<file path="src/rtl/spi_master_multi.sv">
// ----------------------------------------------------------------------------
// spi_master_multi : SPI master, N_SS selects, all four CPOL/CPHA modes.
// Macro SPI_LSB_FIRST_EN selects LSB-first bit order.   Rev 1.0
// ----------------------------------------------------------------------------
`default_nettype none

module spi_master_multi #(
   parameter int WIDTH   = 8,
   parameter int N_SS    = 3,
   parameter int CLK_DIV = 4
) (
   input  logic                    clk,
   input  logic                    rst,
   input  logic                    start,
   input  logic [WIDTH-1:0]        tx_data,
   input  logic [$clog2(N_SS)-1:0] ss_sel,
   input  logic [1:0]              mode,
   output logic                    busy,
   output logic                    done,
   output logic [WIDTH-1:0]        rx_data,
   output logic                    sclk,
   output logic                    mosi,
   input  logic                    miso,
   output logic [N_SS-1:0]         ss_n
);

   localparam int SW = $clog2(N_SS);
   localparam int EW = $clog2(2*WIDTH+1);
   localparam int DW = $clog2(CLK_DIV);
   localparam logic [SW:0]   NSS_C    = (SW+1)'(N_SS);
   localparam logic [EW-1:0] LAST_EDG = EW'(2*WIDTH);
   localparam logic [DW-1:0] DIV_LAST = DW'(CLK_DIV-1);

   localparam logic [1:0] S_IDLE  = 2'd0;
   localparam logic [1:0] S_SETUP = 2'd1;
   localparam logic [1:0] S_XFER  = 2'd2;
   localparam logic [1:0] S_HOLD  = 2'd3;

   logic [1:0]       state;
   logic [DW-1:0]    div_cnt;
   logic [EW-1:0]    edge_cnt;
   logic [WIDTH-1:0] tx_shift;
   logic [WIDTH-1:0] rx_shift;
   logic             cpol_q;
   logic             cpha_q;

   logic             sel_ok;
   logic             div_wrap;
   logic [EW-1:0]    edge_num;
   logic             sample_edge;
   logic             tx_first;
   logic [WIDTH-1:0] tx_load;
   logic             tx_out;
   logic [WIDTH-1:0] tx_next;
   logic [WIDTH-1:0] rx_next;

   assign sel_ok      = ({1'b0, ss_sel} < NSS_C);
   assign div_wrap    = (div_cnt == DIV_LAST);
   assign edge_num    = edge_cnt + EW'(1);
   // Odd edges sample in CPHA=0, even edges sample in CPHA=1; the rest shift.
   assign sample_edge = edge_num[0] ^ cpha_q;

`ifdef SPI_LSB_FIRST_EN
   assign tx_first = tx_data[0];
   assign tx_load  = tx_data >> 1;
   assign tx_out   = tx_shift[0];
   assign tx_next  = tx_shift >> 1;
   assign rx_next  = {miso, rx_shift[WIDTH-1:1]};
`else
   assign tx_first = tx_data[WIDTH-1];
   assign tx_load  = tx_data << 1;
   assign tx_out   = tx_shift[WIDTH-1];
   assign tx_next  = tx_shift << 1;
   assign rx_next  = {rx_shift[WIDTH-2:0], miso};
`endif

   always_ff @(posedge clk) begin
      if (!rst) begin
         state    <= S_IDLE;
         busy     <= 1'b0;
         done     <= 1'b0;
         rx_data  <= '0;
         mosi     <= 1'b0;
         ss_n     <= '1;
         sclk     <= 1'b0;
         div_cnt  <= '0;
         edge_cnt <= '0;
         tx_shift <= '0;
         rx_shift <= '0;
         cpol_q   <= 1'b0;
         cpha_q   <= 1'b0;
      end else begin
         done <= 1'b0;
         case (state)
            S_IDLE: begin
               if (start && sel_ok) begin
                  state    <= S_SETUP;
                  busy     <= 1'b1;
                  cpol_q   <= mode[1];
                  cpha_q   <= mode[0];
                  sclk     <= mode[1];
                  div_cnt  <= '0;
                  edge_cnt <= '0;
                  rx_shift <= '0;
                  for (int i = 0; i < N_SS; i++) begin
                     ss_n[i] <= (ss_sel != SW'(i));
                  end
                  // CPHA=0 presents the first bit before the first edge.
                  if (mode[0]) begin
                     mosi     <= 1'b0;
                     tx_shift <= tx_data;
                  end else begin
                     mosi     <= tx_first;
                     tx_shift <= tx_load;
                  end
               end
            end
            S_SETUP, S_XFER: begin
               if (div_wrap) begin
                  div_cnt  <= '0;
                  sclk     <= ~sclk;
                  edge_cnt <= edge_num;
                  if (sample_edge) begin
                     rx_shift <= rx_next;
                  end else begin
                     mosi     <= tx_out;
                     tx_shift <= tx_next;
                  end
                  state <= (edge_num == LAST_EDG) ? S_HOLD : S_XFER;
               end else begin
                  div_cnt <= div_cnt + DW'(1);
               end
            end
            S_HOLD: begin
               if (div_wrap) begin
                  state   <= S_IDLE;
                  div_cnt <= '0;
                  busy    <= 1'b0;
                  done    <= 1'b1;
                  ss_n    <= '1;
                  rx_data <= rx_shift;
                  mosi    <= 1'b0;
                  sclk    <= cpol_q;
               end else begin
                  div_cnt <= div_cnt + DW'(1);
               end
            end
            default: state <= S_IDLE;
         endcase
      end
   end

endmodule

`default_nettype wire
</file>
<file path="config.mk">
export PLATFORM = sky130hd
export DESIGN_NAME = spi_master_multi
export DESIGN_NICKNAME = d
export VERILOG_FILES = /design/src/rtl/spi_master_multi.sv
export SDC_FILE = /design/constraint.sdc
export NUM_CORES = 1
export LEC_CHECK = 0
export CAP_MARGIN = 5
export CORE_MARGIN = 5
export CORE_UTILIZATION = 55
export CTS_BUF_LIST = sky130_fd_sc_hd__clkbuf_4 sky130_fd_sc_hd__clkbuf_8
export DETAILED_ROUTE_END_ITERATION = 10
export HOLD_SLACK_MARGIN = 0.1
export PLACE_DENSITY = 0.81
export SYNTH_ARGS = -nofsm -noshare
export SYNTH_HDL_FRONTEND = slang
export SYNTH_SLANG_ARGS = --single-unit
export TNS_END_PERCENT = 10
</file>
<file path="constraint.sdc">
create_clock -name clk -period 3.2 [get_ports clk]
set_clock_uncertainty 0.2 [all_clocks]
set_input_delay 0.8 -clock clk [delete_from_list [all_inputs] [get_ports clk]]
set_output_delay 0.8 -clock clk [all_outputs]
set_load 0.01 [all_outputs]
</file>
* Word level (Yosys, flattened, before mapping)
Index checks and enable logic that the tools add are counted.
** Operators by class
- Add/sub/neg operators :: 2
- Magnitude comparators :: 1
- Equal/unequal tests :: 12
- Muxes and demuxes :: 36
- Bitwise logic cells :: 2
- Reductions and logical operators :: 16
** Operators with widths (count)
- 8-bit 2-to-1 mux :: 7
- 8-bit one-hot mux with 2 select lines :: 2
- 2-bit inequality test (second input constant) :: 6
- 4-bit AND reduction :: 3
- 1-bit 2-to-1 mux :: 11
- 2-bit 2-to-1 mux :: 5
- 5-bit 2-to-1 mux :: 2
- 5-bit one-hot mux with 2 select lines :: 1
- 3-bit AND reduction :: 3
- 2-bit equality test (second input constant) :: 3
- 3-bit 2-to-1 mux :: 2
- 1-bit one-hot mux with 3 select lines :: 2
- 2-bit one-hot mux with 3 select lines :: 1
- 3-bit one-hot mux with 2 select lines :: 1
- 2-bit AND reduction :: 3
- 2-bit nonzero test :: 3
- 5-bit by 1-bit adder with 5-bit output (second input constant) :: 1
- 5-bit equality test (second input constant) :: 1
- 2-bit one-hot mux with 2 select lines :: 1
- 3-bit OR reduction :: 1
- 2-bit by 1-bit adder with 2-bit output (second input constant) :: 1
- 2-bit by 1-bit equality test with 1-bit output (second input constant) :: 1
- 2-bit zero test :: 1
- 2-bit less-than comparator (second input constant) :: 1
- 6 further kinds :: 6
** Word-level totals
- Register bits after elaboration :: 42
- Output and inout port bits :: 15
- Word-level logic and storage cells :: 82

* Depth between registers and ports, before layout
- Depth after elaboration :: 5
- Depth in mapped cells :: 9
- Gate-level depth less buffers :: 6

* Worst setup path before layout
No wires, ideal clock.
- Path type :: input to register
- Start :: in start
- End :: reg edge_cnt[3]
- Setup time :: 0.074 ns
- Arrival time :: 2.007 ns
- Data required time :: 2.926 ns
- Setup slack :: 0.919 ns
- Stages :: 4
- Path buffers :: 0
- Cells stage by stage :: a21bo_4 > a221o_1 > or4b_1 > a31oi_1
** Between the ends
- Longest elaborated chain between the ends :: 3
** Ends and longest elaborated chain
- start: declaration :: line 14 : input logic start,
- 1-bit logical AND :: line 96 : if (start && sel_ok) begin
- 2-bit inequality test (no line)
- 3-bit AND reduction (no line)
- end signal: assignment :: line 122 : edge_cnt <= edge_num;
- end: declaration :: line 41 : logic [EW-1:0] edge_cnt;
No other way between the ends.
A chain may end at the register's enable or synchronous reset.

* Final worst setup path
- Start :: in ss_sel[0]
- End :: reg tx_shift[2]
** Between the ends
- Longest elaborated chain between the ends :: 4
** Ends and longest elaborated chain
- start: declaration :: line 16 : input logic [$clog2(N_SS)-1:0] ss_sel,
- 2-bit less-than comparator :: line 57 : assign sel_ok = ({1'b0, ss_sel} < NSS_C);
- 1-bit logical AND :: line 96
- 2-bit inequality test (no line)
- 4-bit AND reduction (no line)
- end signal: assignment :: line 111 : tx_shift <= tx_data;
- end signal: assignment :: line 114 : tx_shift <= tx_load;
- end signal: assignment :: line 127 : tx_shift <= tx_next;
- end: declaration :: line 42 : logic [WIDTH-1:0] tx_shift;
No other way between the ends.

==> results.md <==
- Hold Path Class: register to register
- Clk pwr share: around 22%
- PD cells: 789 mW/mm2
- Number of library cell types mapped by synthesis: 38
- Initial antenna violation count: 0
- Largest net degree at the start of global routing: 30
- Share of power burned in registers: 34.9%
- Leakage: slightly below 0.9 nW
- Vias in the first global route: 1564
- Final setup viols: 0
- Largest fanout on the critical path: 8
- Clock Path Buffers: 2
- Gate power share: a little over two fifths
- Max-Slew Margin vs Limit: 64.2%
- Top-level port count: 31
- Clock latency on the worst-skew pair: 0.34 ns
- Psw: between 700 and 800 uW
- Core region area: 0.00342 mm2
- Final HPWL DP: 2.86 mm
- Switching part of the total: 39.2%
- CTS tree: done
- Critical R2R Capture: tx_shift[2]$_SDFFE_PN0P_
- Global-route wire length before repair: 6.79 mm
- Internal power: 1.16 mW
- Worst r2r src: state[1]$_SDFFE_PN0P_
- Routability congestion estimate: 0.748
- Total number of yosys warnings: 0
- IO Port Bufs: 30
- CTS Buf Count: 5
- Flop2flop setup slack: 0.82 ns
- Die Y-Extent: 70.0 um
- R2R depth: 5
- Routed Antenna Nets: 0
- Worst-Margin Slew: roughly 0.53 ns
- CP Class: input port to register
- Nets: between 200 and 300
- Post-Syn Nets: 269
- Max Fclk: 389 MHz
- Gr usage total: 16.6%
- CP Data Arrival Time: around 2.6 ns
- Cts hold-fix bufs: 0
- Wire per inst: 12.7 um
- H-tree levels: 2
- Die width: 70.0 um
- Most frequent cells in the layout: 58 x nand2_1, 42 x dfxtp_1, 30 x clkdlybuf4s50_1, 29 x a21oi_1, 24 x o21ai_0
- Post-Syn Instances: 247
- GRT busiest layer: met2
- Slowest stage cell, crit path: clkdlybuf4s50_1
- Commonest non-fill, non-tap cell in the layout: nand2_1
- WP buf/inv: 1
- Root buf cell: clkbuf_4
- Antenna fix cells: 0
- Sinks on the clock net: 42
- Met3 usage: around 3.4%
- Unrepaired setup endpoints after global routing: false
- Async SR Flop Fraction: 0%
- CP Launch Type: input port
- Tmin final: 2.57 ns
- Worst-path clk slew: between 0.1 and 0.15 ns
- Register area: 841 um2
- GR Layer Usage met1: 21.2%
- Drt pass-1 iters: 4
- Worst Path Required: around 3.2 ns
- CP Cell Sequence: clkdlybuf4s50_1 -> a21bo_4 -> a221o_1 -> a21oi_1 -> o21ai_0
- Mean post-synth cell area: between 8 and 9 um2
- Final core occ: 71.0%
- Crit-path leading delay family: compound AO/OA/AOI/OAI gates
- Post-CTS Repair Setup Buffers: 0
- Drt drc: 0
- Max cap viols: 0
- Vias per cell: ~5.6
- Syn Std Cell Area: 0.00198 mm2
- CP Capture Type: register
- Initial Utilization: roughly 58%
- Final Cycle Share: 80.2%
- Worst Setup SP: ss_sel[0]
- Via count: roughly 1.8k
- Seq cells post-synth: 42
- Worst path max stage delay: 0.49 ns
- Final WS setup: 0.632 ns
- Total gr overflow: 0
- Setup WS pre-CTS: 0.223 ns
- Final Hold Fails: 0
- Layout cells sized above 1: 6.55%
- EDFF count, synth: 0
- Status: finished, final reports clean
- Worst IR Drop VDD: 0.000486 V
- Register area share after synthesis: 42.5%
- Total Routed Length: 4.09 mm
- Met2 usage: between 20 and 30%
- Crit path depth: 5
- Setup_tns: 0 ns
- Setup crit end: tx_shift[2]$_SDFFE_PN0P_
- # fillers: ~300
- Die area: around 0.0049 mm2
- Post-cts sizing count: 0
- Num rows: 21
- 1st-iter DRT viols: around 130
- Pins Over Slew Limit: 0
- Footprint of the multi-input gates: between 0.001 and 0.0015 mm2
- Main synth FF type: dfxtp_1
- Area grow syn2layout: 22.5%
[routing by layer]
metal / part of all wire [%] / routed length, um
met5: 0 / 0
met4: 0.88 / 36
met3: 2.7 / 109
met2: 47 / 1940
met1: 49 / 2000
[cell families after synthesis]
logic type	after synthesis	synth area share, %
AND/OR/NAND/NOR	92	21.7
AO/OA/AOI/OAI	71	21.4
flip-flops	42	42.5
buffers and inverters	24	4.74
multiplexers	10	5.05
adder cells (fa/ha/maj)	6	3.79
XOR/XNOR	2	0.885
[sequential cells by signal, summed over array words and instances (netlist names)]
signal / count
tx_shift: 8
ss_n: 3
mosi: 1
done: 1
state: 2
rx_data: 8
cpha_q: 1
div_cnt: 2
rx_shift: 8
busy: 1
sclk: 1
edge_cnt: 5
cpol_q: 1
[worst min-delay path by stage]
stage                                         from                 endpoint  slack [ns]  cells after the start
after CTS                 rx_shift[7]$_SDFFE_PN0P_  rx_data[7]$_SDFFE_PN0P_        0.26                      2
after global routing       rx_data[5]$_SDFFE_PN0P_  rx_data[5]$_SDFFE_PN0P_        0.28                      2
final                      rx_data[2]$_SDFFE_PN0P_  rx_data[2]$_SDFFE_PN0P_        0.26                      2
after floorplan           rx_shift[7]$_SDFFE_PN0P_  rx_data[7]$_SDFFE_PN0P_        0.23                      2
after detailed placement  rx_shift[7]$_SDFFE_PN0P_  rx_data[7]$_SDFFE_PN0P_        0.24                      2
after global placement    rx_shift[7]$_SDFFE_PN0P_  rx_data[7]$_SDFFE_PN0P_        0.24                      2
[worst register-to-register path, delay by kind of cell (launching register included)]
| kind | cells | cell delay [ns] |
|---|---|---|
| AO/OA/AOI/OAI | 3 | 1.11 |
| adder cells (fa/ha/maj) | 1 | 0.46 |
| flip-flops | 1 | 0.41 |
| buffers and inverters | 1 | 0.08 |
[synth_stat cells (2+ instances only)]
cell type / n / share of area (%)
buf_1: 2 / 0.38
a21oi_1: 29 / 7.3
nand3b_1: 4 / 1.5
nand3_1: 7 / 1.8
a21boi_0: 2 / 0.76
mux2i_1: 10 / 5.1
o21ai_0: 24 / 6.1
a221o_1: 2 / 1.0
nand2b_1: 2 / 0.63
ha_1: 6 / 3.8
inv_1: 8 / 1.5
a31oi_1: 3 / 0.95
nor2_1: 3 / 0.57
clkbuf_1: 11 / 2.1
dfxtp_1: 42 / 42
nand2_1: 58 / 11
o32ai_1: 4 / 1.8
nand4_1: 9 / 2.8
clkbuf_2: 2 / 0.51
[metrics by stage]
| stage | std cells | total power, mW | area [um2] | hold WS [ns] |
|---|---|---|---|---|
| after floorplan | 247 | 1.26 | 1980 | 0.228 |
| final | 321 | 1.91 | 2430 | 0.261 |
| after CTS | 321 | 1.92 | 2430 | 0.261 |
| after global placement | 313 | 1.48 | 2320 | 0.238 |
| after detailed placement | 313 | 1.50 | 2320 | 0.244 |
| after global routing | 321 | 2.04 | 2430 | 0.283 |
[area by class of cell]
cell class                 count  share of cell area, %
inverter                       8                   1.24
clock inverter                 3                   2.84
tap                           46                   2.37
timing repair buffer          36                   14.2
clock buffer                   5                   1.55
sequential                    42                   34.7
multi-input combinational    181                   43.1
[power by group through the flow]
stage          sequential, mW  combinational (mW)  clock (mW)
2_1_floorplan           0.673               0.587           0
3_3_place_gp            0.677               0.806           0
3_5_place_dp            0.678               0.822           0
4_1_cts                 0.668               0.824       0.425
5_1_grt                 0.680               0.909       0.453
6_report                0.668               0.828       0.418
No activity file was read; power rests on OpenSTA's default activity.
